$ cat src/rtl/sram_pkg.sv
// Shared types and helpers for the lane-masked 1RW SRAM model.
// Covers the init-sweep state encoding and lane bit-slice arithmetic.
package sram_pkg;

   typedef enum logic {
      ST_INIT  = 1'b0,
      ST_READY = 1'b1
   } sweep_state_e;

   // Lowest bit index of a lane inside a packed word.
   function automatic int lane_lo(input int lane, input int width);
      return lane * width;
   endfunction

endpackage

$ cat src/rtl/sram_init_sweeper.sv
// Post-reset clear sequencer: walks every word once, then declares the array ready.
// Owns the sweep counter, the INIT/READY state and the ready flag.
module sram_init_sweeper
   import sram_pkg::*;
#(
   parameter int ADDR_WIDTH    = 4,
   parameter int RAM_DEPTH     = 1 << ADDR_WIDTH,
   parameter bit INIT_ON_RESET = 1'b1
) (
   input  logic                  clk_i,
   input  logic                  rst_i,
   output logic                  ready_o,
   output logic                  sweep_we_o,
   output logic [ADDR_WIDTH-1:0] sweep_addr_o
);

   // One extra counter bit keeps the terminal compare unambiguous for any depth.
   localparam logic [ADDR_WIDTH:0] LAST = (ADDR_WIDTH + 1)'(RAM_DEPTH - 1);

   sweep_state_e          state_q, state_d;
   logic [ADDR_WIDTH:0]   cnt_q, cnt_d;

   always_ff @(posedge clk_i) begin
      if (rst_i) begin
         state_q <= INIT_ON_RESET ? ST_INIT : ST_READY;
         cnt_q   <= '0;
      end else begin
         state_q <= state_d;
         cnt_q   <= cnt_d;
      end
   end

   always_comb begin
      state_d = state_q;
      cnt_d   = cnt_q;
      if (state_q == ST_INIT) begin
         cnt_d = cnt_q + 1'b1;
         if (cnt_q == LAST) begin
            state_d = ST_READY;
         end
      end
   end

   always_comb begin
      ready_o      = (state_q == ST_READY);
      sweep_we_o   = (state_q == ST_INIT) && !rst_i;
      sweep_addr_o = cnt_q[ADDR_WIDTH-1:0];
   end

endmodule

$ cat src/rtl/sram_1rw_lanemask.sv
// Single-port SRAM behavioural model with per-lane write mask and post-reset clear.
// Registered inputs, write commits one edge after capture, read is combinational from the registered address.
module sram_1rw_lanemask
   import sram_pkg::*;
#(
   parameter int                    DATA_WIDTH    = 8,
   parameter int                    LANES         = 4,
   parameter int                    ADDR_WIDTH    = 4,
   parameter int                    RAM_DEPTH     = 1 << ADDR_WIDTH,
   parameter bit                    INIT_ON_RESET = 1'b1,
   parameter logic [DATA_WIDTH-1:0] INIT_VALUE    = '0
) (
   input  logic                        clk0,
   input  logic                        rst0,
   input  logic                        csb0,
   input  logic                        web0,
   input  logic [LANES-1:0]            wmask0,
   input  logic [ADDR_WIDTH-1:0]       addr0,
   input  logic [LANES*DATA_WIDTH-1:0] din0,
   output logic [LANES*DATA_WIDTH-1:0] dout0,
   output logic                        ready0
);

   localparam int WORD_W = LANES * DATA_WIDTH;
   localparam logic [WORD_W-1:0] SWEEP_WORD = {LANES{INIT_VALUE}};

   logic [WORD_W-1:0]     mem [RAM_DEPTH];

   logic                  sweep_we;
   logic [ADDR_WIDTH-1:0] sweep_addr;

   logic                  pend_q, pend_d;
   logic [ADDR_WIDTH-1:0] addr_q, addr_d;
   logic [LANES-1:0]      wmask_q, wmask_d;
   logic [WORD_W-1:0]     din_q, din_d;

   sram_init_sweeper #(
      .ADDR_WIDTH   (ADDR_WIDTH),
      .RAM_DEPTH    (RAM_DEPTH),
      .INIT_ON_RESET(INIT_ON_RESET)
   ) u_sweeper (
      .clk_i       (clk0),
      .rst_i       (rst0),
      .ready_o     (ready0),
      .sweep_we_o  (sweep_we),
      .sweep_addr_o(sweep_addr)
   );

   // A deselected cycle drops the pending write but keeps the address, so dout0 keeps reading the same word.
   always_comb begin
      pend_d  = 1'b0;
      addr_d  = addr_q;
      wmask_d = wmask_q;
      din_d   = din_q;
      if (ready0 && !csb0) begin
         pend_d  = !web0;
         addr_d  = addr0;
         wmask_d = wmask0;
         din_d   = din0;
      end
   end

   always_ff @(posedge clk0) begin
      if (rst0) begin
         pend_q <= 1'b0;
         addr_q <= '0;
      end else begin
         pend_q <= pend_d;
         addr_q <= addr_d;
      end
   end

   always_ff @(posedge clk0) begin
      if (!rst0) begin
         wmask_q <= wmask_d;
         din_q   <= din_d;
      end
   end

   // Sweep and user writes never overlap: a write can only be pending once the sweep is done.
   always_ff @(posedge clk0) begin
      if (sweep_we) begin
         mem[sweep_addr] <= SWEEP_WORD;
      end else if (pend_q && !rst0) begin
         for (int i = 0; i < LANES; i++) begin
            if (wmask_q[i]) begin
               mem[addr_q][lane_lo(i, DATA_WIDTH) +: DATA_WIDTH] <=
                  din_q[lane_lo(i, DATA_WIDTH) +: DATA_WIDTH];
            end
         end
      end
   end

   assign dout0 = ready0 ? mem[addr_q] : '0;

endmodule
$ cat config.mk
export PLATFORM = sky130hd
export DESIGN_NAME = sram_1rw_lanemask
export DESIGN_NICKNAME = d
export VERILOG_FILES = /design/src/rtl/sram_pkg.sv /design/src/rtl/sram_init_sweeper.sv /design/src/rtl/sram_1rw_lanemask.sv
export SDC_FILE = /design/constraint.sdc
export NUM_CORES = 1
export LEC_CHECK = 0
export BUFFER_PORTS_ARGS = -buffer_cell sky130_fd_sc_hd__buf_2
export CAP_MARGIN = 20
export CORE_MARGIN = 2
export CORE_UTILIZATION = 60
export DETAILED_ROUTE_END_ITERATION = 10
export PLACE_DENSITY = 0.83
export REMOVE_ABC_BUFFERS = 1
export SLEW_MARGIN = 20
export SYNTH_ARGS = -nofsm -noshare
export SYNTH_HDL_FRONTEND = slang
export SYNTH_SLANG_ARGS = --single-unit
$ cat constraint.sdc
create_clock -name clk0 -period 4.35 [get_ports clk0]
set_clock_uncertainty 0.1 [all_clocks]
set_input_delay 0.2175 -clock clk0 [delete_from_list [all_inputs] [get_ports clk0]]
set_output_delay 0.2175 -clock clk0 [all_outputs]
set_load 0.01 [all_outputs]
==> flow_summary_export.csv <==
group,metric,value,unit
run_status,status,"finished, final reports clean",
timing,slew_headroom,27.8,%
worst_setup_path,critPathKind,"register to output pin",
clock_network,insertion_delay,0.58,ns
clock_network,htree_levels,2,
logic_synthesis,synthTopCellsByArea,"edfxtp_1 (74%), mux2i_1 (12%), a22oi_1 (4.3%)",
timing,period_minus_slack,3.34,ns
logic_synthesis,netlist_area,22400,µm²
logic_synthesis,synth-seq-area-share,74.9,%
die,fp.dieArea,38900,µm²
cells_and_area,layout.cells.non_filler,1936,
timing,hold_violations,0,
route,drtPass1Iterations,8,
timing,worst_slack,1.01,ns
place,placed_cells,1794,
route,ant_nets,0,
timing,rsz0062_at_grt,"false",
global_routing,grt_usage,25.3,%
clock_network,cts_resized,0,
clock_network,cts_buffers,53,
pwr,power_density,419,nW/µm²
clock_network,cts_tree,"yes",
clock_network,worst_setup_hold_path_clk_slew,0.06,ns
timing,finalSetupViolCount,0,
cells_and_area,fin_area,25500,µm²
die,initial_utilization,61.0,%
clock_network,cts_root_buf,"clkbuf_16",
worst_setup_path,worstPathRequired,4.03,ns
route,drt_iter0_drc,1057,
route,wire_per_inst,25.1,µm
logic_synthesis,synth_top_area_share,73.5,%
place,post-place-ws,0.971,ns
global_routing,antenna_found_initial,0,
worst_setup_path,start_kind,"register",
clock_network,cts_max_path_buffers,3,
pwr,peakVddDrop,0.312,mV
die,core_area,36700,µm²
cells_and_area,area_growth,14.0,%
place,place_congestion,0.844,
route,vias,12100,
run,drv_cap,0,
global_routing,grt_pass1_vias,12100,
logic_synthesis,synth_warnings,0,
timing,max_freq,0.299,GHz
place,post_dp_cell_area,23300,µm²
die,num_io_pins,77,
route,via_per_inst,6.25,
hold_path,min_path_type,"primary input to register",
route,wirelength,48.6,mm
logic_synthesis,synth_cell_types,31,
global_routing,grt-ovfl-total,0,
die,rows,70,
place,port_buffers,76,
worst_setup_path,cp-end-kind,"output pin",
cells_and_area,drive_above_1_share,16.6,%
worst_setup_path,cp.arrival,3.03,ns
logic_synthesis,syn_area_per_cell,17.3,µm²
route,drc,0,
die,chipWidth,197,µm
global_routing,grt_max_degree,56,
timing,period_share,76.8,%
worst_setup_path,path_max_fanout,33,
cells_and_area,fin_util,69.5,%
die,die_h,197,µm
place,dp_hpwl,29.5,mm
timing,worst_pin_slew,1.07,ns
clock_network,clock_sinks,563,
global_routing,grt_first_pass_wirelength,72.1,mm
cells_and_area,antenna_cells,0,
pwr,leakagePower,0.00725,µW
logic_synthesis,synth-seq-cells,563,
logic_synthesis,synth_cells,1297,
cells_and_area,num-nets-final,1474,
timing,finalMaxSlewViolations,0,
logic_synthesis,synth_top_cell_by_area,"edfxtp_1",
## stage by stage
| step | hold WS (ns) | setup TNS (ns) | power [µW] |
|---|---|---|---|
| 2_1_floorplan | 0.190 | -171.47 | 6190 |
| 3_3_place_gp | 0.293 | 0 | 6280 |
| 3_5_place_dp | 0.296 | 0 | 6290 |
| 4_1_cts | 0.220 | 0 | 10700 |
| 5_1_grt | 0.241 | 0 | 10900 |
| 6_report | 0.251 | 0 | 10700 |
## registers in the layout, indices dropped and copies added (netlist names), named ones only
| name | cells |
|---|---|
| mem | 512 |
| u_sweeper.ready_o | 1 |
| din_q | 32 |
| addr_q | 4 |
| wmask_q | 4 |
| u_sweeper.cnt_q | 5 |
| pend_q | 1 |
## Yosys cell counts (all sizes together)
cell	number
a21oi	5
edfxtp	548
and3	1
buf	46
mux2i	263
xor2	2
ha	2
nor2	14
inv	1
a22oi	128
clkbuf	36
xnor2	1
a21o	4
nor3	66
mux2	2
nand2b	1
nor4	1
nor2b	13
and2	34
nand4b	1
nand2	49
dfxtp	15
nand3	64
## what timing repair did
| action | in CTS | in global routing |
|---|---|---|
| endpoints found under the hold margin | 51 | 0 |
| endpoints found under the setup margin | 0 | 0 |
| buffers inserted | 0 | 0 |
| hold buffers | 47 | 0 |
## cells in the final DEF (no fill, tap or decap), types with 2 or more instances in the layout
master	Yosys	final
a22oi_1	128	128
clkinv_1	0	12
nor2_1	14	12
buf_2	33	76
clkbuf_1	36	15
nand2_1	48	48
nand3_1	64	64
ha_1	2	2
nor3_2	37	47
clkbuf_8	0	3
dlygate4sd3_1	0	47
nor2b_1	13	10
a21oi_1	5	5
a21o_1	4	4
xor2_1	2	2
clkinv_2	0	5
nor2b_4	0	2
and2_1	34	33
bufinv_16	0	4
buf_4	0	30
edfxtp_1	548	548
mux2i_1	258	257
dfxtp_1	15	14
nor3_1	28	18
clkbuf_16	0	55
buf_12	1	5
nor2_4	0	2
mux2i_4	5	6
## worst paths after layout
kind	startpoint	end	slack (ns)	cells after the start
worst max register to register	u_sweeper.ready_o	mem[8][20]	1.07	5
worst min-delay path	din0[6]	din_q[6]	0.25	2
worst max-delay path	register	dout0[3]	1.01	6
worst min register to register	u_sweeper.cnt_q[4]	u_sweeper.cnt_q[4]	0.39	2
## critical path, stage by stage, from the launching register on
cell and delay, ns:
dfxtp_1 0.46, nor2b_4 0.84, buf_4 0.51, a22oi_1 0.15, nand3_1 0.21, nand2_1 0.11
buf_2 0.15
## area by class of cell
type	instances	area, µm²
Sequential cell	563	16800
Timing Repair Buffer	158	1180
Clock buffer	73	1470
Inverter	1	3.75
Tap cell	468	586
Multi-Input combinational cell	651	5310
Clock inverter	22	199
Fill cell	2268	11200
## logic make-up (layout without fill, tap and decap cells)
kind of cell             after synthesis  after routing  share of synthesized area (%)
AO/OA/AOI/OAI                        137            137                           4.54
flip-flops                           563            563                           74.9
multiplexers                         265            265                           12.2
XOR/XNOR                               3              3                          0.117
AND/OR/NAND/NOR                      244            244                           6.36
buffers and inverters                 83            254                           1.82
adder cells (fa/ha/maj)                2              2                          0.112
## power by group
part / internal (µW) / total (µW) / switching [µW]
Combinational: 88.4 / 243 / 154
Sequential: 5950 / 5970 / 21.9
Clock: 2590 / 4460 / 1870
Total: 8630 / 10700 / 2050
## routing by layer
layer	vias up	routed length, µm	GRT usage, %
met4	0	1760	9.64
li1	5380	-	-
met3	121	3790	4.39
met1	6013	18200	32.0
met2	588	24800	44.0
met5	-	0	0
No activity file was read; power rests on OpenSTA's default activity.
